### config.mk
export PLATFORM = sky130hd
export DESIGN_NAME = mem_arbiter_rr
export DESIGN_NICKNAME = d
export VERILOG_FILES = /design/src/rtl/mem_arbiter_rr.sv
export SDC_FILE = /design/constraint.sdc
export NUM_CORES = 1
export LEC_CHECK = 0
export ABC_AREA = 1
export CAP_MARGIN = 20
export CORE_AREA = 3 3 115 117
export CTS_BUF_LIST = sky130_fd_sc_hd__clkbuf_8
export DETAILED_ROUTE_END_ITERATION = 8
export DIE_AREA = 0 0 118 120
export GPL_TIMING_DRIVEN = 0
export SKIP_LAST_GASP = 1
export SYNTH_ARGS = -nofsm -noshare
export SYNTH_HDL_FRONTEND = slang
export SYNTH_SLANG_ARGS = --single-unit
### constraint.sdc
create_clock -name clk -period 3.5 [get_ports clk]
set_input_delay 0.875 -clock clk [delete_from_list [all_inputs] [get_ports clk]]
set_output_delay 0.875 -clock clk [all_outputs]
set_load 0.01 [all_outputs]
### src/rtl/mem_arbiter_rr.sv
// N-port round-robin arbiter for one single-port synchronous memory, with bounded burst hold and routed rvalid.
// Optional build macro MEM_ARB_PORT0_PRIO_EN: port 0 preempts without disturbing the round-robin state.
module mem_arbiter_rr #(
  parameter  int NPORTS     = 3,
  parameter  int PORTW      = 32,
  parameter  int ADDRWIDTH  = 7,
  parameter  int MAX_HOLD   = 2,
  parameter  int RD_LATENCY = 1,
  localparam int IDXW       = $clog2(NPORTS)
) (
  input  logic                        clk,
  input  logic                        rstx,
  input  logic [NPORTS-1:0]           en_x_in,
  input  logic [NPORTS-1:0]           wr_x_in,
  input  logic [NPORTS*ADDRWIDTH-1:0] addr_in,
  input  logic [NPORTS*PORTW-1:0]     d_in,
  input  logic [NPORTS*PORTW-1:0]     bit_wr_x_in,
  output logic [NPORTS-1:0]           busy,
  output logic [NPORTS-1:0]           rvalid,
  output logic                        mem_en_x,
  output logic                        mem_wr_x,
  output logic [ADDRWIDTH-1:0]        mem_addr,
  output logic [PORTW-1:0]            mem_d,
  output logic [PORTW-1:0]            mem_bit_wr_x,
  output logic [IDXW-1:0]             grant_idx
);

  localparam int HOLDW = (MAX_HOLD > 1) ? $clog2(MAX_HOLD) : 1;

  logic [IDXW-1:0]   r_owner;
  logic [HOLDW-1:0]  r_hold;
  logic              r_owned;  // owner has been granted since reset; before that there is no burst to continue
  logic [NPORTS-1:0] r_rv_pipe [RD_LATENCY];

  logic [NPORTS-1:0] w_req;
  logic              w_any;
  logic              w_found;
  logic              w_preempt;
  logic [IDXW-1:0]   w_grant;
  logic [NPORTS-1:0] w_gnt_oh;

  // NOTE: every variable assigned in always_comb gets a default first, so no path can infer a latch.
  always_comb begin
    w_req     = ~en_x_in;
    w_any     = |w_req;
    w_found   = 1'b0;
    w_preempt = 1'b0;
    w_grant   = '0;
    if (r_owned && w_req[r_owner] && (int'(r_hold) < MAX_HOLD - 1)) begin
      w_grant = r_owner;
      w_found = 1'b1;
    end
    // Scan starts just past the owner and wraps back onto it, so a sole requester always wins.
    for (int k = 1; k <= NPORTS; k++) begin
      if (!w_found && w_req[(int'(r_owner) + k) % NPORTS]) begin
        w_grant = IDXW'((int'(r_owner) + k) % NPORTS);
        w_found = 1'b1;
      end
    end
`ifdef MEM_ARB_PORT0_PRIO_EN
    if (w_req[0]) begin
      w_grant   = '0;
      w_preempt = 1'b1;
    end
`endif
    w_gnt_oh = w_any ? (NPORTS'(1) << w_grant) : '0;
  end

  always_comb begin
    mem_en_x     = 1'b1;
    mem_wr_x     = 1'b1;
    mem_addr     = '0;
    mem_d        = '0;
    mem_bit_wr_x = '1;
    grant_idx    = '0;
    busy         = '1;
    rvalid       = '0;
    if (rstx) begin
      busy   = w_req & ~w_gnt_oh;
      rvalid = r_rv_pipe[RD_LATENCY-1];
      if (w_any) begin
        mem_en_x     = 1'b0;
        mem_wr_x     = wr_x_in[w_grant];
        mem_addr     = addr_in[int'(w_grant)*ADDRWIDTH +: ADDRWIDTH];
        mem_d        = d_in[int'(w_grant)*PORTW +: PORTW];
        mem_bit_wr_x = bit_wr_x_in[int'(w_grant)*PORTW +: PORTW];
        grant_idx    = w_grant;
      end
    end
  end

  // NOTE: sequential state uses non-blocking assignments so every register samples pre-edge values.
  always_ff @(posedge clk) begin
    if (!rstx) begin
      r_owner <= IDXW'(NPORTS - 1);
      r_hold  <= '0;
      r_owned <= 1'b0;
      // NOTE: the rvalid pipe is reset explicitly so reads in flight at reset never surface afterwards.
      for (int s = 0; s < RD_LATENCY; s++) r_rv_pipe[s] <= '0;
    end else begin
      if (w_any && !w_preempt) begin
        if (r_owned && (w_grant == r_owner)) begin
          if (int'(r_hold) < MAX_HOLD - 1) r_hold <= r_hold + 1'b1;
        end else begin
          r_owner <= w_grant;
          r_hold  <= '0;
        end
        r_owned <= 1'b1;
      end else if (!w_any) begin
        r_hold <= '0;
      end
      r_rv_pipe[0] <= (w_any && wr_x_in[w_grant]) ? w_gnt_oh : '0;
      for (int s = 1; s < RD_LATENCY; s++) r_rv_pipe[s] <= r_rv_pipe[s-1];
    end
  end

endmodule

==> results.yml, run 1 <==
status:
  status: "finished, violations left"
  violations: "setup timing"
worst_hold_path:
  min-delay-start: "r_owned$_SDFFE_PN0N_"
  min_to: "r_owned$_SDFFE_PN0N_"
  holdPathStages: 2
  hp-class: "reg -> reg"
die:
  die_y_um: 120
  fp.coreArea_sq_um: 12500
  initial_utilization_pct: 17.1
  rows: 41
  dieArea_sq_um: 14200
  die_x_um: 118
  ioPinCount: 302
critical_path:
  cp_top_family: "simple AND/OR/NAND/NOR gates"
  cpPeakStageDelay_ns: 0.18
  cp.buffers_inverters: 5
  endpoint_kind: "output port"
  slowest_stage: "nor2_4"
  reg2regPathDepth: 27
  worstPathRequired_ns: 2.62
  r2r_start: "r_owner[0]$_SDFFE_PN0P_"
  r2r-end: "r_owner[1]$_SDFFE_PN1P_"
  cp_common_cell: "nor2_4"
  critical_path_class: "in -> out"
  regToRegSetupSlack_ns: 0.02
  cp.arrival_ns: 2.70
  path_cells: "buf_12 -> nor2_4 -> nor2_4 -> nor2_4 -> nand2_4 -> nand3_2 -> nand2_2 -> nor2_4 -> nand2_8 -> buf_12 -> nor2_4 -> buf_6 -> buf_4 -> a22oi_2 -> nand2_1 -> buf_6"
  crit_fanout: 6
  start_kind: "input pin"
timing:
  layout_setup_ws_ns: -0.0760
  fin_crit_sh_pct: 102
  tns_ns: -0.879
  worst_slew_pin_slew_ns: 0.546
  max_freq_mhz: 280
  finClkSkew_ns: 0.00610
  setup_viol: 29
  rsz0062_at_grt: "true"
  finalHoldViolations: 0
  drv_slew: 0
  slew_headroom_pct: 63.6
  min_period_ns: 3.58
  holdWs_ns: 0.504
routing:
  routed-via-count: 4376
  route.met2.wl_um: 8650
  wl_per_cell_um: 17.1
  highest_layer: "met4"
  drt_iter0_drc: 204
  drc: 0
  dr.pass1.iters: 5
  postRouteAntennaNets: 0
  wl_met1_um: 6260
  vias_per_cell: 4.59
  met3_length_um: 1120
  finalWirelength_um: 16300
global_route:
  grt_pass1_vias: 4250
  antenna_found_initial: 0
  grt_usage_pct: 20.2
  grt_max_degree: 12
  grt_overflow: 0
  grt_first_pass_wirelength_um: 23100
layout:
  nNetsFinal: 1007
  post-route-util_pct: 49.9
  diodes: 0
  drive_above_1_share_pct: 32.1
  syn_to_final_growth_pct: 192
yosys:
  synth-edff-count: 0
  yosys.area.top_type_share_pct: 34.4
  netlist_area_sq_um: 2130
  yosysSeqAreaShare_pct: 6.58
  synth.top_cells.by_count: "nand2_1, a21oi_1, a22oi_1, nand3_1, inv_1"
  synth.yosys.warnings: 0
  yosysTopAreaCell: "nand2_1"
  synth.net_count: 646
  syn_area_per_cell_sq_um: 5.06
  async_flop_share_pct: 0
  synthFlopType: "dfxtp_1"
  yosys-top-cells-area: "nand2_1, a22oi_1, a21oi_1"
  synth_cells: 421
  ys_seq_elements: 7
  synthDistinctLibCells: 24
  yosysMostFrequentCell: "nand2_1"
power:
  vdd.ir_drop.worst_v: 0.000575
  power.total_mw: 7.27
  power_density_nw_per_um2: 1170
  leakage_nw: 2.77
clocking:
  clock-root-buffer: "clkbuf_8"
  cts-htree-levels: 1
  cts_tree: "built"
  clock_sinks: 7
  cts_made_buffers: 3
  clk_pin_slew_ns: 0.04
  clock_latency_ns: 0.23
  cts_buffer_depth: 2
flow_run:
  maxCapViolCount: 0
place:
  port_buffers: 300
  place_ws_ns: -1.01
  gp_congestion: 0.823
  dp_hpwl_um: 12200
==> what timing repair did <==
action                     CTS  global route
cloned                       2             3
hold buffers                 0             0
pin swaps                   18            37
setup endpoints to repair   78            79
resized for setup          338           150
setup buffers               42            16
==> final cells by class <==
| type | count | area, sq um |
|---|---|---|
| Fill cell | 1234 | 6240 |
| Tap cell | 172 | 215 |
| Inverter | 32 | 138 |
| Multi-Input combinational cell | 352 | 2090 |
| Buffer | 27 | 275 |
| Clock inverter | 1 | 3.75 |
| Timing Repair Buffer | 359 | 3320 |
| Sequential cell | 7 | 148 |
| Clock buffer | 3 | 41.3 |
==> worst register-to-register path: cells and delay by family, from the launching register on <==
kind | cells | cell delay (ns)
buffers and inverters | 16 | 1.90
adder cells (fa/ha/maj) | 1 | 0.32
AO/OA/AOI/OAI | 2 | 0.23
flip-flops | 1 | 0.38
AND/OR/NAND/NOR | 8 | 0.57
==> metal layers <==
metal,up-vias,GRT usage [%]
li1,2133,-
met1,2005,23.3
met2,216,38.3
met3,22,4.76
met4,0,3.44
met5,-,0
==> worst max path at each step <==
stage	startpoint	to	depth (start not counted)
5_1_grt	en_x_in[0]	mem_bit_wr_x[30]	17
4_1_cts	en_x_in[2]	mem_bit_wr_x[30]	14
3_5_place_dp	en_x_in[2]	mem_bit_wr_x[30]	14
2_1_floorplan	r_owner[0]$_SDFFE_PN0P_	mem_d[13]	13
6_report	en_x_in[2]	mem_bit_wr_x[30]	16
3_3_place_gp	en_x_in[1]	mem_wr_x	9
==> per-stage QoR <==
step           instance area [sq um]  std cells
6_report                        6230        953
5_1_grt                         6230        953
4_1_cts                         5790        939
3_5_place_dp                    5350        893
3_3_place_gp                    5350        893
2_1_floorplan                   2130        421
==> cells in the final DEF, fill, tap and decap left out, types with 3 or more instances in the layout <==
cell type and instances:
nand2_1 175, clkdlybuf4s50_1 221, a21oi_1 30, nand4_1 3
nor2_1 4, nand3_1 14, buf_6 31, nand2_4 7
a21oi_2 7, clkbuf_1 7, clkbuf_8 3, o21ai_0 5
clkbuf_2 16, nand3_2 15, inv_1 23, inv_4 3
a22oi_2 18, inv_2 5, buf_2 39, clkdlybuf4s15_2 8
nand2_2 14, buf_4 49, dfxtp_1 5, buf_12 8
a22oi_1 14, nor2_4 7, buf_8 3, a31oi_1 26
==> logic make-up (layout without fill, tap and decap cells) <==
| family | after synthesis | in the layout | share of synthesized area, % |
|---|---|---|---|
| flip-flops | 7 | 7 | 6.58 |
| buffers and inverters | 63 | 422 | 14.1 |
| AO/OA/AOI/OAI | 102 | 102 | 29.4 |
| adder cells (fa/ha/maj) | 4 | 4 | 2.35 |
| AND/OR/NAND/NOR | 245 | 246 | 47.6 |
==> power breakdown <==
part | total [mW] | switching [mW] | leakage (nW) | internal [mW]
sequential | 0.152 | 0.0346 | 0.0585 | 0.117
combinational | 7.00 | 3.63 | 2.69 | 3.37
clock | 0.111 | 0.0352 | 0.0269 | 0.0758
==> registers in the layout, summed over array words and instances (netlist names) <==
register / count
r_owner: 2
r_rv_pipe: 3
r_owned: 1
r_hold: 1
(Power assumes the default switching activity.)
==> run 2: changes to the inputs <==
- RECOVER_POWER: default -> 100
==> results of run 2 <==
No change in the layout: final DEF, timing and power equal those of run 1.
